`config.mk`:
```
export PLATFORM = sky130hd
export DESIGN_NAME = uart_frame_ctrl_flat
export DESIGN_NICKNAME = d
export VERILOG_FILES = /design/src/rtl/uart_frame_ctrl_if.sv /design/src/rtl/uart_frame_ctrl.sv /design/src/flat_wrapper.sv
export SDC_FILE = /design/constraint.sdc
export NUM_CORES = 1
export LEC_CHECK = 0
export CAP_MARGIN = 20
export CORE_MARGIN = 2
export CORE_UTILIZATION = 35
export CTS_CLUSTER_SIZE = 40
export DETAILED_ROUTE_END_ITERATION = 12
export SYNTH_ARGS = -nofsm -noshare
export SYNTH_HDL_FRONTEND = slang
export SYNTH_SLANG_ARGS = --single-unit
export TNS_END_PERCENT = 50
```
`constraint.sdc`:
```
create_clock -name clock -period 4.43 [get_ports clock]
set_input_delay 0.886 -clock clock [delete_from_list [all_inputs] [get_ports clock]]
set_output_delay 0.886 -clock clock [all_outputs]
set_load 0.02 [all_outputs]
```
`src/rtl/uart_frame_ctrl_if.sv`:
```
// rtl/uart_frame_ctrl_if.sv - receiver byte strobe in, register-write burst and frame status out
interface uart_frame_ctrl_if;
    logic [7:0] rx_byte;
    logic       rx_done;
    logic       wr_en;
    logic [7:0] wr_addr;
    logic [7:0] wr_data;
    logic       frame_ok;
    logic       frame_err;
    logic [1:0] err_code;
    logic       busy;
    logic [2:0] state;

    modport master (
        input  rx_byte, rx_done,
        output wr_en, wr_addr, wr_data, frame_ok, frame_err, err_code, busy, state
    );

    modport slave (
        output rx_byte, rx_done,
        input  wr_en, wr_addr, wr_data, frame_ok, frame_err, err_code, busy, state
    );
endinterface

```
`src/rtl/uart_frame_ctrl.sv`:
```
// rtl/uart_frame_ctrl.sv - parses SYNC/ADDR/LEN/DATA[/CSUM] UART frames into register-write bursts
// UART_FRAME_CHECKSUM_EN adds the trailing CSUM byte and its check.
module uart_frame_ctrl #(
    parameter int         CLKS_PER_BIT = 868,
    parameter int         TIMEOUT_CLKS = CLKS_PER_BIT * 20,
    parameter logic [7:0] SYNC_BYTE    = 8'hA5,
    parameter int         MAX_LEN      = 16
) (
    input  logic              clock,
    input  logic              reset,
    uart_frame_ctrl_if.master bus
);
    localparam int               IDX_W    = (MAX_LEN > 1) ? $clog2(MAX_LEN) : 1;
    localparam int               GAP_W    = $clog2(TIMEOUT_CLKS + 1);
    localparam logic [GAP_W-1:0] GAP_LAST = GAP_W'(TIMEOUT_CLKS - 1);
    localparam logic [8:0]       LEN_MAX  = 9'(MAX_LEN);

    typedef enum logic [2:0] {
        IDLE   = 3'd0,
        ADDR   = 3'd1,
        LEN    = 3'd2,
        DATA   = 3'd3,
        CSUM   = 3'd4,
        COMMIT = 3'd5,
        DONE   = 3'd6
    } state_t;

`ifdef UART_FRAME_CHECKSUM_EN
    localparam state_t AFTER_DATA = CSUM;
`else
    localparam state_t AFTER_DATA = COMMIT;
`endif

    state_t           cur, nxt;
    logic [GAP_W-1:0] gap;
    logic [7:0]       base, frame_len, count;
    logic [7:0]       buffer [MAX_LEN];
    logic             in_frame, fail;
    logic [1:0]       fail_code;

    assign in_frame  = (cur == ADDR) || (cur == LEN) || (cur == DATA) || (cur == CSUM);
    assign bus.state = cur;

`ifdef UART_FRAME_CHECKSUM_EN
    logic [7:0] sum;

    always_ff @(posedge clock) begin
        if (!reset) begin
            sum <= 8'd0;
        end else if (bus.rx_done) begin
            case (cur)
                ADDR:      sum <= bus.rx_byte;
                LEN, DATA: sum <= sum + bus.rx_byte;
                default:   ;
            endcase
        end
    end
`endif

    always_comb begin
        nxt       = cur;
        fail      = 1'b0;
        fail_code = 2'd0;
        case (cur)
            IDLE:   if (bus.rx_done && bus.rx_byte == SYNC_BYTE) nxt = ADDR;
            ADDR:   if (bus.rx_done) nxt = LEN;
            LEN: if (bus.rx_done) begin
                if (bus.rx_byte == 8'd0 || {1'b0, bus.rx_byte} > LEN_MAX) begin
                    nxt       = IDLE;
                    fail      = 1'b1;
                    fail_code = 2'd1;
                end else begin
                    nxt = DATA;
                end
            end
            DATA:   if (bus.rx_done && count == frame_len - 8'd1) nxt = AFTER_DATA;
`ifdef UART_FRAME_CHECKSUM_EN
            CSUM: if (bus.rx_done) begin
                if (bus.rx_byte == sum) begin
                    nxt = COMMIT;
                end else begin
                    nxt       = IDLE;
                    fail      = 1'b1;
                    fail_code = 2'd2;
                end
            end
`endif
            COMMIT: if (count == frame_len) nxt = DONE;
            DONE:   nxt = IDLE;
            default: nxt = IDLE;
        endcase
        // A byte arriving on the expiry cycle is accepted, so timeout only fires without rx_done.
        if (in_frame && !bus.rx_done && gap == GAP_LAST) begin
            nxt       = IDLE;
            fail      = 1'b1;
            fail_code = 2'd3;
        end
    end

    always_ff @(posedge clock) begin
        if (!reset) begin
            cur           <= IDLE;
            gap           <= '0;
            base          <= 8'd0;
            frame_len     <= 8'd0;
            count         <= 8'd0;
            bus.wr_en     <= 1'b0;
            bus.wr_addr   <= 8'd0;
            bus.wr_data   <= 8'd0;
            bus.frame_ok  <= 1'b0;
            bus.frame_err <= 1'b0;
            bus.err_code  <= 2'd0;
            bus.busy      <= 1'b0;
        end else begin
            cur           <= nxt;
            gap           <= (in_frame && !bus.rx_done) ? gap + 1'b1 : '0;
            bus.frame_ok  <= (nxt == DONE);
            bus.frame_err <= fail;
            bus.busy      <= (nxt != IDLE);
            bus.wr_en     <= 1'b0;
            if (fail) bus.err_code <= fail_code;
            case (cur)
                ADDR: if (bus.rx_done) base <= bus.rx_byte;
                LEN: if (bus.rx_done) begin
                    frame_len <= bus.rx_byte;
                    count     <= 8'd0;
                end
                // count doubles as the commit index, so it restarts when the payload is complete.
                DATA: if (bus.rx_done) count <= (nxt == DATA) ? count + 8'd1 : 8'd0;
                COMMIT: if (count != frame_len) begin
                    bus.wr_en   <= 1'b1;
                    bus.wr_addr <= base + count;
                    bus.wr_data <= buffer[count[IDX_W-1:0]];
                    count       <= count + 8'd1;
                end
                default: ;
            endcase
        end
    end

    always_ff @(posedge clock) begin
        if (reset && cur == DATA && bus.rx_done) buffer[count[IDX_W-1:0]] <= bus.rx_byte;
    end
endmodule

```
`src/flat_wrapper.sv`:
```
// flat-port wrapper written by rule: the top's interface ports become plain ports
module uart_frame_ctrl_flat 
#(
    parameter int         CLKS_PER_BIT = 868,
    parameter int         TIMEOUT_CLKS = CLKS_PER_BIT * 20,
    parameter logic [7:0] SYNC_BYTE    = 8'hA5,
    parameter int         MAX_LEN      = 16
)
  (clock, reset, bus_rx_byte, bus_rx_done, bus_wr_en, bus_wr_addr, bus_wr_data, bus_frame_ok, bus_frame_err, bus_err_code, bus_busy, bus_state);
  uart_frame_ctrl_if bus_i ();
  input  logic clock;
  input  logic reset;
  input wire logic [$bits(bus_i.rx_byte)-1:0] bus_rx_byte;
  input wire logic [$bits(bus_i.rx_done)-1:0] bus_rx_done;
  output wire logic [$bits(bus_i.wr_en)-1:0] bus_wr_en;
  output wire logic [$bits(bus_i.wr_addr)-1:0] bus_wr_addr;
  output wire logic [$bits(bus_i.wr_data)-1:0] bus_wr_data;
  output wire logic [$bits(bus_i.frame_ok)-1:0] bus_frame_ok;
  output wire logic [$bits(bus_i.frame_err)-1:0] bus_frame_err;
  output wire logic [$bits(bus_i.err_code)-1:0] bus_err_code;
  output wire logic [$bits(bus_i.busy)-1:0] bus_busy;
  output wire logic [$bits(bus_i.state)-1:0] bus_state;
  assign bus_i.rx_byte = bus_rx_byte;
  assign bus_i.rx_done = bus_rx_done;
  assign bus_wr_en = bus_i.wr_en;
  assign bus_wr_addr = bus_i.wr_addr;
  assign bus_wr_data = bus_i.wr_data;
  assign bus_frame_ok = bus_i.frame_ok;
  assign bus_frame_err = bus_i.frame_err;
  assign bus_err_code = bus_i.err_code;
  assign bus_busy = bus_i.busy;
  assign bus_state = bus_i.state;
  uart_frame_ctrl #(.CLKS_PER_BIT(CLKS_PER_BIT), .TIMEOUT_CLKS(TIMEOUT_CLKS), .SYNC_BYTE(SYNC_BYTE), .MAX_LEN(MAX_LEN)) u_core (.clock(clock), .reset(reset), .bus(bus_i));
endmodule
```
; After elaboration in Yosys (flattened, before gate mapping)
; Memories as Yosys holds them, arrays and structs flattened. A register that Yosys moved wholly into a read port is not among the register bits.
; Cells that the tools add are included.
[classes]
n_addsub = 4
magnitude_cmp = 1
eq_ne = 15
muxes = 24
n_reduce_logical = 22
[op_table]
columns = op, count
row1 = $mux W8, 4
row2 = $pmux W8 S3, 1
row3 = $mux W3, 6
row4 = $eq A8 B8 Y1, 2
row5 = $add A15 B1 Y15 const B, 1
row6 = $eq A15 B15 Y1 const B, 1
row7 = $pmux W3 S5, 1
row8 = $reduce_and A2 Y1, 5
row9 = $eq A3 B2 Y1 const B, 3
row10 = $eq A3 B3 Y1 const B, 3
row11 = $add A8 B1 Y8 const B, 1
row12 = $add A8 B8 Y8, 1
row13 = $eq A8 B8 Y1 const B, 1
row14 = $gt A8 B5 Y1 const B, 1
row15 = $logic_not A8 Y1, 1
row16 = $mux W1, 8
row17 = $mux W2, 4
row18 = $ne A8 B8 Y1, 1
row19 = $sub A8 B1 Y8 const B, 1
row20 = $logic_and A1 B1 Y1, 6
row21 = $reduce_bool A3 Y1, 2
row22 = $logic_or A1 B1 Y1, 4
row23 = $ne A2 B2 Y1 const B, 2
row24 = $reduce_and A4 Y1, 1
row25 = other kinds (4), 5
[totals]
register_bits = 56
ram_bits = 128
output_inout_bits = 25
word_cells = 78
mem_count = 1
[mem_list]
columns = name, words, width, rd, rd_clocked_by_memory_dff, wr, line_no
row1 = u_core.buffer, 16, 8, 1, 1, 1, uart_frame_ctrl.sv:37  ; logic [7:0] buffer [MAX_LEN];

; Depth between registers and ports, before layout
[depth]
word_depth = 11
ltp_mapped = 10

; Worst setup path before layout
; OpenSTA, ideal clock, no wires.
[synth_path]
path_type = input to register
start = input bus_rx_done
end = memory u_core.buffer[3][0], enable pin
setup_time_ps = 383
t_arrival_ps = 2322
required_ps = 4047
slack_ps = 1725
path_stages = 6
path_buffers = 1
cell_sequence = nor2b_1 and2_1 buf_2 and3_1 nand2_1 nor3_1
[synth_via]
elab_chain_len = 3
[synth_rtl]
columns = item, line_no
row1 = start: declaration, flat_wrapper.sv:14  ; input wire logic [$bits(bus_i.rx_done)-1:0] bus_rx_done;
row2 = $logic_and A1 B1 Y1, uart_frame_ctrl.sv:142  ; if (reset && cur == DATA && bus.rx_done) buffer[count[IDX_W-1:0]] <= bus.rx_byte;
row3 = $mux W1, uart_frame_ctrl.sv:142
row4 = $mux W1 (implied by the code), uart_frame_ctrl.sv:142
row5 = end: declaration, uart_frame_ctrl.sv:37
; Every way passes these cells.

; Final worst setup path
[layout_path]
start = input bus_rx_done
end = memory u_core.buffer[5][6], enable pin
; Same word-level chain as after synthesis.

==> impl_metrics.ini <==
[run_status]
status = finished clean

[drt]
firstDrtPassIters = 5
drt_iter0_drc = 449
routed-via-count = 4913
drc = 0
met2_length_mm = 9.01
wl_met1_mm = 8.22
via_per_inst = 5.32
wl_met3_mm = 1.04
routed_wl_mm = 18.7
drtAntennaViolNets = 0
routed.top_layer = met4
wl_per_cell_um = 20.3

[floorplanning]
ios = 36
chipHeight_um = 156
dieArea_mm2 = 0.0244
rows = 55
fp.coreArea_mm2 = 0.0227
die-width_um = 156
initial_core_util_pct = 35.7

[timing]
rsz0062_at_grt = no
min_period_over_period_pct = 70.9
max_freq_mhz = 318
fin_setup_tns_ns = 0
tightest_slew_ns = 0.855
setup_violations = 0
finalMaxSlewViolations = 0
fin_skew_ns = 0.0126
finalCriticalPeriod_ns = 3.14
hold_viol = 0
max-slew-margin-rel_pct = 42.9

[synthesis]
synthTopCellsByArea = edfxtp_1 47%, dfxtp_1 16%, mux4_2 11%, nand2_1 3.1%, nor2_1 2.3%
synth_edf_count = 128
ys.flop_type = edfxtp_1
syn_inst = 580
ys_seq_area_share_pct = 63.2
synthesis.area_mm2 = 0.00811
avgSynthCellArea_um2 = 14.0
ys_ff_latch = 192
yosys.cell_types.count = 57
synth_nets = 605
yosys.area.top_type = edfxtp_1
yosysWarningCount = 0
synth_top_area_share_pct = 47.4
async_flop_share_pct = 0

[clock_network]
clock_path_buffers = 2
clk_pin_slew_ns = 0.07
cts_made_buffers = 17
clk_latency_ns = 0.43
cts_hold_buf = 0
cts.sinks = 192
post_cts_buffers = 0
htree_levels = 4
root_buffer = clkbuf_16
post_cts_resized = 0
cts_tree = built

[power]
p_per_area_mw_per_mm2 = 369
switchingPower_mw = 0.785
swShare_pct = 22.7
internal_power_mw = 2.68
p_leak_nw = 3.00
sequentialPowerShare_pct = 55.0
vdd_drop_max_uv = 298
p_clk_share_pct = 43.3
p_comb_share_pct = 1.7

[worst_setup_path]
cp_data_required_time_ns = 4.49
critPathMaxFanout = 8
start_kind = input pin
critPathCaptureType = flop
rr_endpoint = u_core.bus.wr_addr[6]
timing.rr.start = u_core.count[1]
path_class = in -> reg
crit_arrival_ns = 3.20
r2r_cells = 9
r2r_setup_slack_ns = 1.79

[worst_hold_path]
hold_class = reg -> reg
hold_end = u_core.bus.wr_data[0]
worstHoldStart = u_core.bus.wr_data[0]
min_path_cells = 2

[place]
place_congestion = 0.856
placed_cells = 892
portBuffers = 35
dp_hpwl_mm = 12.9

[global_routing]
grt_pass1_vias = 4933
grt_pass1_wl_mm = 29.4
grt_usage_pct = 16.3
grt_max_degree = 39
grt_antenna_before_repair = 0
overflow = 0

[final_layout]
register_area_mm2 = 0.00513
syn2layout_area_growth_pct = 15.9
fillers = 2087
multi_input_area_mm2 = 0.00282
diodes = 0
drive_gt1_share_pct = 15.5
final_common_cell = edfxtp_1
layout_common_cells = 128 x edfxtp_1, 66 x nand2_1, 63 x dfxtp_1
layout.cells.non_filler = 924
final_util_pct = 41.4
num-nets-final = 651

[run]
max_cap_violations = 0
## power by group through the flow
stage               registers, mW  clock network, mW  logic, mW
CTS                          1.90               1.53     0.0613
global placement             1.95                  0     0.0612
global route                 1.90               1.61     0.0646
detailed placement           1.95                  0     0.0611
floorplan                    1.95                  0     0.0102
finish                       1.90               1.50     0.0603
## sequential cells by signal, indices dropped and copies added (netlist names)
name	flops
u_core.count	8
u_core.bus.wr_data	8
u_core.bus.err_code	2
u_core.bus.frame_ok	1
u_core.bus.busy	1
u_core.bus.frame_err	1
u_core.gap	15
u_core.bus.wr_en	1
u_core.bus.wr_addr	8
u_core.base	8
u_core.bus.state	3
u_core.buffer	128
u_core.frame_len	8
## worst max-delay path, stage by stage
cell and delay, ns:
clkdlybuf4s50_1 0.56, nor2b_1 0.31, and2_1 0.34, and3_1 0.28, nand2_1 0.20, nor2_1 0.62
## logic make-up (layout without fill, tap and decap cells)
family	after synthesis	count (layout)	synth area share, %
adder cells (fa/ha/maj)	14	14	2.25
flip-flops	192	192	63.2
XOR/XNOR	35	35	3.87
multiplexers	45	45	11.7
AND/OR/NAND/NOR	189	189	11.4
buffers and inverters	33	92	2.08
AO/OA/AOI/OAI	72	72	5.51
## cell type report
cell class	instances	share of cell area (%)
multi-input cells	355	30.0
flip-flops and latches	192	54.5
well taps	285	3.79
inverters	8	0.319
clock inverters	15	1.78
repair buffers	52	5.09
clock buffers	17	4.53
## layer usage
| layer | track usage (%) | vias up |
|---|---|---|
| met4 | 5.64 | 0 |
| met3 | 3.32 | 26 |
| met2 | 26.5 | 175 |
| met1 | 21.8 | 2450 |
| met5 | 0 | - |
| li1 | - | 2262 |
## worst max-delay path by stage
stage	start	endpoint	slack [ns]	cells after the start
after floorplan	bus_rx_done	u_core.buffer[3][0]	1.72	6
after global placement	bus_rx_done	u_core.buffer[5][3]	0.97	6
after detailed placement	bus_rx_done	u_core.buffer[5][1]	0.86	6
after CTS	bus_rx_done	u_core.buffer[5][6]	1.32	6
after global routing	bus_rx_done	u_core.buffer[5][0]	1.12	6
final	bus_rx_done	u_core.buffer[5][6]	1.29	6
## cells in the mapped netlist, drive strengths merged, types with 3 or more instances
library cell,instances
edfxtp,128
nand2,66
dfxtp,64
nor2,51
mux4,40
a21oi,29
o21ai,20
xor2,19
buf,16
xnor2,16
ha,13
nor3,13
nand3,11
clkbuf,9
and3,7
inv,7
o21a,6
mux2i,5
nand2b,5
nor2b,5
and2,4
nand4,4
nor4,4
or3,4
a21o,3
a31oi,3
nand3b,3
or4,3
## per-stage QoR
| stage | area [um2] | hold slack (ns) | power [mW] | worst slack [ns] |
|---|---|---|---|---|
| 4_1_cts | 9400 | 0.454 | 3.49 | 1.32 |
| 5_1_grt | 9400 | 0.465 | 3.58 | 1.12 |
| 2_1_floorplan | 8110 | 0.430 | 1.96 | 1.72 |
| 6_report | 9400 | 0.453 | 3.47 | 1.29 |
| 3_3_place_gp | 8810 | 0.444 | 2.01 | 0.972 |
| 3_5_place_dp | 8810 | 0.442 | 2.01 | 0.860 |
(Power assumes the default switching activity.)
